**config.mk**
```make
export PLATFORM = sky130hd
export DESIGN_NAME = lc3_prog_loader
export DESIGN_NICKNAME = d
export VERILOG_FILES = /design/src/rtl/lc3_pkg.sv /design/src/rtl/lc3_image_mux.sv /design/src/rtl/lc3_prog_loader.sv
export SDC_FILE = /design/constraint.sdc
export NUM_CORES = 1
export LEC_CHECK = 0
export ABC_AREA = 1
export BUFFER_PORTS_ARGS = -buffer_cell sky130_fd_sc_hd__buf_2
export CAP_MARGIN = 20
export CORE_MARGIN = 3
export CORE_UTILIZATION = 57
export CTS_CLUSTER_SIZE = 16
export DETAILED_ROUTE_END_ITERATION = 8
export PLACE_DENSITY = 0.85
export SLEW_MARGIN = 20
export SYNTH_ARGS = -nofsm -noshare
export SYNTH_HDL_FRONTEND = slang
export SYNTH_SLANG_ARGS = --single-unit
```
**constraint.sdc**
```tcl
create_clock -name clk -period 2.7 [get_ports clk]
set_input_delay 0.405 -clock clk [delete_from_list [all_inputs] [get_ports clk]]
set_output_delay 0.405 -clock clk [all_outputs]
set_load 0.01 [all_outputs]
```
**src/rtl/lc3_pkg.sv**
```systemverilog
// ============================================================================
// Module  : lc3_pkg
// Brief   : Shared LC-3 widths, loader state encoding and flat-image helper.
// Revision: 1.0 - initial release
// ============================================================================
`default_nettype none

package lc3_pkg;

  localparam int LC3_WORD_W = 16;
  localparam int LC3_ADDR_W = 16;
  // Widest flat image the helper accepts; callers zero-extend to this width.
  localparam int LC3_IMG_MAX_W = LC3_WORD_W * 1024;

  typedef enum logic [1:0] {
    ST_IDLE = 2'd0,
    ST_LOAD = 2'd1,
    ST_DONE = 2'd2
  } loader_state_t;

  function automatic logic [LC3_WORD_W-1:0] lc3_image_word(
    input logic [LC3_IMG_MAX_W-1:0] img,
    input int unsigned              i
  );
    return img[i*LC3_WORD_W +: LC3_WORD_W];
  endfunction

endpackage

`default_nettype wire

```
**src/rtl/lc3_image_mux.sv**
```systemverilog
// ============================================================================
// Module  : lc3_image_mux
// Brief   : Selects one 16-bit word of a captured flat image by index.
// Revision: 1.0 - initial release
// ============================================================================
`default_nettype none

module lc3_image_mux
  import lc3_pkg::*;
#(
  parameter int SIZE = 80,
  parameter int IDX_W = 4
) (
  input  logic [SIZE-1:0]       i_image,
  input  logic [IDX_W-1:0]      i_idx,
  output logic [LC3_WORD_W-1:0] o_word
);

  localparam int N = SIZE / LC3_WORD_W;

  logic [LC3_WORD_W-1:0] w_words [N];

  for (genvar g = 0; g < N; g++) begin : g_words
    assign w_words[g] = i_image[g*LC3_WORD_W +: LC3_WORD_W];
  end

  // Indices at or past N select zero rather than reading outside the image.
  always_comb begin
    o_word = '0;
    for (int i = 0; i < N; i++) begin
      if (i_idx == IDX_W'(i)) o_word = w_words[i];
    end
  end

endmodule

`default_nettype wire

```
**src/rtl/lc3_prog_loader.sv**
```systemverilog
// ============================================================================
// Module  : lc3_prog_loader
// Brief   : Writes an LC-3 object image (word 0 = origin) into memory and
//           reports the entry PC. Optional checksum: LC3_LOADER_CHECKSUM_EN.
// Revision: 1.0 - initial release
// ============================================================================
`default_nettype none

module lc3_prog_loader
  import lc3_pkg::*;
#(
  parameter int SIZE   = 80,
  parameter int ADDR_W = 16
) (
  input  logic              clk,
  input  logic              rst_n,
  input  logic              start,
  input  logic [SIZE-1:0]   prog,
  output logic [ADDR_W-1:0] mem_addr,
  output logic [15:0]       mem_data,
  output logic              mem_we,
  input  logic              mem_ready,
  output logic              busy,
  output logic              done,
  output logic [15:0]       pc_start
`ifdef LC3_LOADER_CHECKSUM_EN
  ,
  output logic [15:0]       checksum
`endif
);

  localparam int N = SIZE / LC3_WORD_W;
  localparam int IDX_W = $clog2(N) + 1;
  localparam logic [IDX_W-1:0] LAST_IDX = IDX_W'(N - 1);
  localparam bit SINGLE_WORD = (N == 1);

  loader_state_t         r_state;
  logic [SIZE-1:0]       r_image;
  logic [IDX_W-1:0]      r_idx;
  logic [ADDR_W-1:0]     r_addr;
  logic [15:0]           r_origin;
  logic                  r_mem_we;
  logic                  r_busy;
  logic                  r_done;
  logic [15:0]           r_pc_start;
  logic [15:0]           r_checksum;

  logic [LC3_IMG_MAX_W-1:0] w_prog_ext;
  logic [15:0]              w_origin_in;
  logic [15:0]              w_word;

  assign w_prog_ext  = LC3_IMG_MAX_W'(prog);
  assign w_origin_in = lc3_image_word(w_prog_ext, 0);

  lc3_image_mux #(
    .SIZE  (SIZE),
    .IDX_W (IDX_W)
  ) u_image_mux (
    .i_image (r_image),
    .i_idx   (r_idx),
    .o_word  (w_word)
  );

  always_ff @(posedge clk) begin
    if (!rst_n) begin
      r_state    <= ST_IDLE;
      r_image    <= '0;
      r_idx      <= '0;
      r_addr     <= '0;
      r_origin   <= '0;
      r_mem_we   <= 1'b0;
      r_busy     <= 1'b0;
      r_done     <= 1'b0;
      r_pc_start <= '0;
      r_checksum <= '0;
    end else begin
      case (r_state)
        ST_IDLE: begin
          if (start) begin
            r_image    <= prog;
            r_origin   <= w_origin_in;
            r_addr     <= ADDR_W'(w_origin_in);
            r_idx      <= IDX_W'(1);
            r_checksum <= '0;
            if (SINGLE_WORD) begin
              r_state    <= ST_DONE;
              r_done     <= 1'b1;
              r_pc_start <= w_origin_in;
            end else begin
              r_state  <= ST_LOAD;
              r_mem_we <= 1'b1;
              r_busy   <= 1'b1;
            end
          end
        end
        ST_LOAD: begin
          if (mem_ready) begin
            r_checksum <= r_checksum + w_word;
            if (r_idx == LAST_IDX) begin
              r_state    <= ST_DONE;
              r_mem_we   <= 1'b0;
              r_busy     <= 1'b0;
              r_done     <= 1'b1;
              r_pc_start <= r_origin;
            end else begin
              r_addr <= r_addr + ADDR_W'(1);
              r_idx  <= r_idx + IDX_W'(1);
            end
          end
        end
        ST_DONE: begin
          r_done  <= 1'b0;
          r_state <= ST_IDLE;
        end
        default: begin
          r_state  <= ST_IDLE;
          r_mem_we <= 1'b0;
          r_busy   <= 1'b0;
          r_done   <= 1'b0;
        end
      endcase
    end
  end

  // Write data comes from the captured image, so prog may change freely mid-load.
  assign mem_addr = r_addr;
  assign mem_data = w_word;
  assign mem_we   = r_mem_we;
  assign busy     = r_busy;
  assign done     = r_done;
  assign pc_start = r_pc_start;
`ifdef LC3_LOADER_CHECKSUM_EN
  assign checksum = r_checksum;
`endif

endmodule

`default_nettype wire
```
### Yosys cells after proc, flatten, opt, wreduce, memory -nomap -nowiden

Cells that the tools add are included.

* multiplexer cells: 24
* bitwise operators: 2
* equality and inequality tests: 10
* add/sub/neg operators: 2
* reductions and logical operators: 9

Operator list (count)
* 2-to-1 mux 16 bit: 8
* case mux 16 bit (2 select lines): 1
* adder 16 x 1 -> 16 bit, second input constant: 1
* 2-to-1 mux 4 bit: 3
* AND reduction 3 bit: 3
* equality test 4 x 2 -> 1 bit, second input constant: 2
* inequality test 2 bit, second input constant: 4
* case mux 4 bit (2 select lines): 1
* AND reduction 4 bit: 2
* 2-to-1 mux 2 bit: 3
* 2-to-1 mux 1 bit: 5
* adder 4 x 1 -> 4 bit, second input constant: 1
* equality test 4 x 1 -> 1 bit, second input constant: 1
* equality test 4 x 3 -> 1 bit, second input constant: 1
* logical NOT 4 bit: 1
* case mux 2 bit (2 select lines): 1
* case mux 1 bit (3 select lines): 1
* equality test 2 x 1 -> 1 bit, second input constant: 1
* equality test 2 bit, second input constant: 1
* logical NOT 2 bit: 1
* NOT 1 bit: 2
* case mux 1 bit (2 select lines): 1
* AND reduction 2 bit: 1
* nonzero test 2 bit: 1

* register bits: 136
* logic and storage cells: 55

### Longest topological paths before layout

Gate-level depths: netlist of the first run.

* depth in word-level cells: 6
* mapped depth: 9

### By module

Synthesis of the first run repeated with hierarchy kept, for this count alone.

* cells, all modules: 821
* area total of the unflattened synthesis: 5619.1 um^2

By module, submodules not included
* lc3_prog_loader: times used 1, sequential area each 2402.3 um^2, cells each 656, area an instance 4875.9 um^2
* lc3_image_mux: times used 1, sequential area each 0.0 um^2, cells each 165, area an instance 743.2 um^2

### Worst setup path after synthesis of the first run

OpenSTA, ideal clock, no wires.

* path kind: register -> output
* from: register r_idx[1]
* to: output port mem_data[10]
* cell stages (with the launch flop): 10
* arrival time: 1.546 ns
* slack: 0.749 ns
* required time: 2.295 ns
* path buffers: 1
* cell sequence: dfxtp_1 -> inv_1 -> ha_1 -> clkinv_1 -> nor2_1 -> buf_2 -> nand2_1 -> nand3_1 -> o211ai_1 -> nand3_1

* cells in the longest elaborated chain, start to end: 6
* elaborated cells between the ends (all ways): 10

Ends and longest elaborated chain
* start: declaration: line lc3_prog_loader.sv:39 `logic [IDX_W-1:0] r_idx;`
* start signal: assignment: line lc3_prog_loader.sv:107 `r_idx <= r_idx + IDX_W'(1);`
* logical NOT 4 bit: line lc3_image_mux.sv:31 `if (i_idx == IDX_W'(i)) o_word = w_words[i];`
* 2-to-1 mux 16 bit (4 in a row): line lc3_image_mux.sv:31
* 2-to-1 mux 16 bit (*): line lc3_image_mux.sv:31
* end: declaration: line lc3_prog_loader.sv:20 `output logic [15:0] mem_data,`

Every way passes the cells marked *; elsewhere a longest branch is shown, timed or not.

### Worst setup path after layout of the first run

* from: register r_idx[0]
* to: output port mem_data[13]

Same word-level chain as after synthesis.

==> flow_summary.ini, run 1 <==
[synth]
synth_area_um2 = 5390
yosysSeqAreaShare = 0.446
yosys_warnings = 0
syn-instance-count = 789
dominantRegCellSynth = dfxtp_1
synth_edf_count = 0
ys_top_cells_by_count = nor2_1, dfxtp_1, nand2_1
synthArstFlopShare = 0
synth_area_per_cell_um2 = 6.83
synth_nets = 878
yosysMostFrequentCell = nor2_1
synth_cell_types = 28
yosys.area.top_type_share = 0.446
synthTopCellsByArea = dfxtp_1, nor2_1, o21ai_0
ys_ff_latch = 120
yosysTopAreaCell = dfxtp_1

[power_and_ir_drop]
p_total_mw = 4.81
p_sw_frac = 0.279
leakage_nw = 3.04
intPower_mw = 3.47
p_seq_frac = 0.427
p_per_area_nw_per_um2 = 727
vdd_drop_max_v = 0.000501
clkPwrFrac = 0.413
switching_power_mw = 1.34
combPwrFrac = 0.160

[worst_setup_path]
worstPathArrival_ps = 2060
crit_cells = 8
r2r_cells = 8
path_cells = inv_1, ha_1, nand3_1, buf_6, nand3_1, o211ai_1, nand3_1, buf_2
cp_top_family = buffers and inverters
reg2reg_from = r_idx[0]
critPathSlowestCell = dfxtp_1
required_ps = 2300
crit_path_end_kind = primary output
worstPathMaxFanout = 32
r2r_slack_ps = 690
r2r_end = pc_start[4]
path_buf_inv = 3
worst_setup_path_start_kind = flop
cpPeakStageDelay_ps = 360
crit_type = reg2out
startpoint = r_idx[0]
cp_common_cell = nand3_1

[placement]
place_ws_ps = 737
place.gp.congestion = 1.01
dp_hpwl_mm = 11.8
portBuffers = 134

[timing]
drv_slew = 0
setup_viol = 0
post-route-period-util = 0.914
whs_ps = 139
fin_crit_ps = 2470
setup_slack_ps = 233
tightest_slew_ps = 600
slew_headroom = 0.599
setup_tns_ps = 0
fmax_mhz = 405
worst_clock_skew_ps = 7.41
rsz0062_at_grt = false
hold_viol = 0

[clock_tree]
clock_tree.buffer_depth = 2
numCtsBuffers = 17
cts_root_buf = clkbuf_8
clkTransAtPathRegs_ps = 50
cts_tree = yes
h-tree-depth = 4
clock_latency_ps = 510
post_cts_buffers = 0
numClockSinks = 120

[worst_hold_path]
holdPathEnd = r_image[33]
hp-start = prog[33]
hold_class = in2reg
worstHoldPathCells = 3

[layout]
drive_gt1_frac = 0.202
fillers = 749
diodes = 0
syn_to_final_growth_pct = 22.9
nets = 998

[die]
die_w_um = 103
num_rows = 34
core_um2 = 8930
initial_utilization = 0.603
die_area_um2 = 10700
die_h_um = 103
pin_count = 135

[global_routing]
gr-total-overflow = 0
grt_pass1_vias = 5178
grt_pass1_wl_mm = 25.9
busiest_layer = met2
track_usage = 0.317
use_met2 = 0.488
antenna_found_initial = 0
met1_usage = 0.439
use_met3 = 0.0731
grt_max_degree = 61

[drt]
drt-total-wl_mm = 16.8
antenna_left = 0
dr.pass1.iters = 8
viasPerCell = 5.72
routedWlPerCell_um = 16.3
via_count = 5858
drc = 0
drtIter0Drc = 626

[run]
maxCapViolCount = 0

[run_status]
status = finished, final reports clean
-- logic make-up after synthesis --
group	Yosys count	share of synthesized area
AO/OA/AOI/OAI	156	0.157
adder cells (fa/ha/maj)	5	0.0116
buffers and inverters	83	0.0639
flip-flops	120	0.446
AND/OR/NAND/NOR	425	0.321
-- tightest hold or removal path: stages --
cell and delay, ps:
buf_2 70, o21ai_0 70, nor2_1 70
-- power groups by stage --
| stage | Sequential, mW | Combinational, mW | Clock (mW) |
|---|---|---|---|
| 2_1_floorplan | 2.05 | 0.494 | 0 |
| 3_5_place_dp | 2.08 | 0.752 | 0 |
| 4_1_cts | 2.05 | 0.764 | 1.99 |
| 3_3_place_gp | 2.08 | 0.732 | 0 |
| 6_report | 2.06 | 0.772 | 1.99 |
| 5_1_grt | 2.06 | 0.865 | 2.08 |
-- sequential cells by signal, summed over array words and instances, names as in the netlist --
| register | count |
|---|---|
| done | 1 |
| pc_start | 16 |
| r_image | 80 |
| r_idx | 4 |
| r_state | 2 |
| busy | 1 |
| mem_addr | 16 |
-- metrics by stage --
| step | utilization | instance area [um^2] | instances |
|---|---|---|---|
| floorplan | - | 5390 | 789 |
| global placement | 0.683 | 6100 | 998 |
| detailed placement | 0.683 | 6100 | 998 |
| CTS | 0.740 | 6610 | 1025 |
| global route | 0.741 | 6620 | 1025 |
| finish | 0.741 | 6620 | 1025 |
-- layer usage --
layer,share of wire,vias up,wire (um)
li1,-,2814,-
met1,0.41,2653,6880
met2,0.45,341,7590
met3,0.11,50,1760
met4,0.031,0,525
met5,0,-,0
-- final cells by class --
cell class                 instances  area [um^2]  share of cell area
multi-input combinational        586         2640               0.400
sequential                       120         2400               0.363
timing repair buffer             147          785               0.119
inverter                          37          139              0.0210
clock inverter                     5         50.0             0.00756
tap                              108          135              0.0204
clock buffer                      22          463              0.0700
-- placed cells by master, fill, tap and decap left out, types with 2 or more instances in the layout --
master       n
ha_1         5
clkinv_1     2
buf_4       11
o211ai_1    16
buf_2      134
nor3_1       2
o21ai_1      5
nand3_1     71
o22ai_1      4
a21oi_1     20
inv_2        4
clkbuf_8     4
nand2_1    113
nor2_1     227
clkinv_2     4
nand4_1      3
clkbuf_1     2
clkbuf_16   16
o21ai_0    107
dfxtp_1    120
inv_1       31
nand2_2      4
-- worst max-delay path by stage --
stage                         to  slack (ps)
floorplan           mem_data[10]         750
global placement    mem_data[13]         790
detailed placement  mem_data[12]         740
CTS                 mem_data[12]         190
global route        mem_data[11]          20
finish              mem_data[13]         230
-- repair_timing --
item	CTS	global route
hold buffers	0	0
resized for setup	0	1
endpoints found under the setup margin	0	1
hold endpoints to repair	0	0
Note: power is estimated with default switching activity, not from simulation.
==> inputs of run 2 (changes only) <==
--- a/config.mk
+++ b/config.mk
@@ -12,7 +12,7 @@
 export CORE_UTILIZATION = 57
 export CTS_CLUSTER_SIZE = 16
 export DETAILED_ROUTE_END_ITERATION = 8
-export PLACE_DENSITY = 0.85
+export PLACE_DENSITY = 0.83
 export SLEW_MARGIN = 20
 export SYNTH_ARGS = -nofsm -noshare
 export SYNTH_HDL_FRONTEND = slang
==> run 2 against run 1 <==
Effect of this change:
- register-to-register slack got worse by 40 ps
- first-iteration DRC count down 16%
- design area increased by 0.78%
- via count shrank 1.4%
- clock skew hardly changed
- sequential share of layout area is 0.28 points lower
- clock-buffer cell count shrank 4
- utilization is 0.57 points higher
- sequential power about the same
- flip-flop and latch count unchanged
- largest cell class unchanged
==> flow_summary.ini, run 2 (same netlist as run 1, synthesis figures left out) <==
[timing]
hold_viol = 0
post-route-period-util = 0.948
setup_tns_ps = 0
tightest_slew_ps = 687
whs_ps = 144
setup_viol = 0
fin_crit_ps = 2560
setup_slack_ps = 139
fmax_mhz = 390
drv_slew = 0
slew_headroom = 0.542
worst_clock_skew_ps = 7.24
rsz0062_at_grt = false

[global_routing]
antenna_found_initial = 0
gr-total-overflow = 0
grt_max_degree = 107
grt_pass1_vias = 5137
track_usage = 0.297
grt_pass1_wl_mm = 24.7

[power_and_ir_drop]
switching_power_mw = 1.49
p_seq_frac = 0.417
combPwrFrac = 0.162
clkPwrFrac = 0.420
vdd_drop_max_v = 0.000388
intPower_mw = 3.38
leakage_nw = 3.04
p_per_area_nw_per_um2 = 731
p_total_mw = 4.88
p_sw_frac = 0.306

[placement]
place_ws_ps = 469
dp_hpwl_mm = 10.9
placed_area_um2 = 6090
portBuffers = 134
place.gp.congestion = 0.967

[drt]
drt-total-wl_mm = 15.9
antenna_left = 0
viasPerCell = 5.60
via_count = 5776
dr.pass1.iters = 5
drc = 0
drtIter0Drc = 527
routedWlPerCell_um = 15.4

[clock_tree]
cts_root_buf = clkbuf_8
post_cts_buffers = 0
clock_latency_ps = 510
clkTransAtPathRegs_ps = 60
numClockSinks = 120
clock_tree.buffer_depth = 2
h-tree-depth = 4
numCtsBuffers = 17
cts_tree = yes
cts_hold_buf = 0

[layout]
final_common_cell = nor2_1
drive_gt1_frac = 0.215
nets = 999
largest_reg_flops = 80
layout_common_cells = nor2_1, buf_2, dfxtp_1
syn_to_final_growth_pct = 23.8
diodes = 0
postLayoutCellArea_um2 = 6670
top_register = r_image

[worst_setup_path]
r2r_end = pc_start[7]
worst_setup_path_start_kind = flop
r2r_cells = 8
worstPathMaxFanout = 8
r2r_slack_ps = 650
crit_path_end_kind = primary output
crit_type = reg2out
worstPathArrival_ps = 2160
required_ps = 2300
reg2reg_from = r_idx[0]

[die]
die_area_um2 = 10700
core_um2 = 8930
initial_utilization = 0.603
die_h_um = 103
pin_count = 135
die_w_um = 103
num_rows = 34

[run_status]
status = finished, final reports clean

[worst_hold_path]
holdPathEnd = r_image[69]
worstHoldPathCells = 3
hp-start = prog[69]
hold_class = in2reg

[run]
maxCapViolCount = 0
[run 2: cell count changes in the layout (fill, tap and decap cells not counted), moves of 3 or more]
| cell | delta |
|---|---|
| clkinvlp_4 | +5 |
| clkinv_4 | +3 |
| inv_6 | +4 |
| buf_4 | -3 |
[run 2: routing by layer]
metal / up-vias / global-route usage / wire (um)
met5: - / 0 / 0
met4: 0 / 0.108 / 414
met3: 43 / 0.0684 / 1320
met2: 277 / 0.466 / 7460
met1: 2637 / 0.403 / 6680
li1: 2819 / - / -
[run 2: stage by stage]
stage,util,instances
2_1_floorplan,-,789
3_3_place_gp,0.682,997
3_5_place_dp,0.682,997
4_1_cts,0.743,1029
5_1_grt,0.746,1031
6_report,0.746,1031
[run 2: power groups by stage]
stage                     clock [mW]  combinational (mW)  sequential (mW)
final                           2.05               0.792             2.04
after global routing            2.15               0.884             2.05
after CTS                       2.06               0.769             2.03
after detailed placement           0               0.763             2.07
after global placement             0               0.744             2.06
after floorplan                    0               0.494             2.05
[run 2: how the worst max path moves through the flow]
stage / slack [ps] / to / start / depth (start not counted)
6_report: 140 / mem_data[5] / r_idx[1] / 10
4_1_cts: 110 / mem_data[9] / r_idx[0] / 10
3_5_place_dp: 470 / pc_start[10] / r_idx[0] / 8
5_1_grt: 0.1 / mem_data[9] / r_idx[2] / 7
2_1_floorplan: 750 / mem_data[10] / r_idx[1] / 9
3_3_place_gp: 610 / pc_start[8] / r_idx[0] / 8
[run 2: layout make-up]
| class | instances | area (um^2) |
|---|---|---|
| Clock buffer | 18 | 428 |
| Clock inverter | 14 | 115 |
| Fill cell | 727 | 2260 |
| Inverter | 37 | 140 |
| Multi-Input combinational cell | 586 | 2650 |
| Sequential cell | 120 | 2400 |
| Tap cell | 108 | 135 |
| Timing Repair Buffer | 148 | 795 |
[run 2: critical path, cell delays in order, from the launching register on]
cell and delay, ps:
dfxtp_1 350, inv_2 80, ha_1 150, clkinv_1 120, nor2_4 170, buf_2 220
nand2_1 70, nand3_1 90, o211ai_1 150, nand3_1 120, buf_2 140
[run 2: repair_timing]
| item | 4_1_cts | 5_1_grt |
|---|---|---|
| setup endpoints to repair | 1 | 7 |
| pin swaps | 0 | 1 |
| resized for setup | 1 | 8 |
| gates cloned | 0 | 2 |
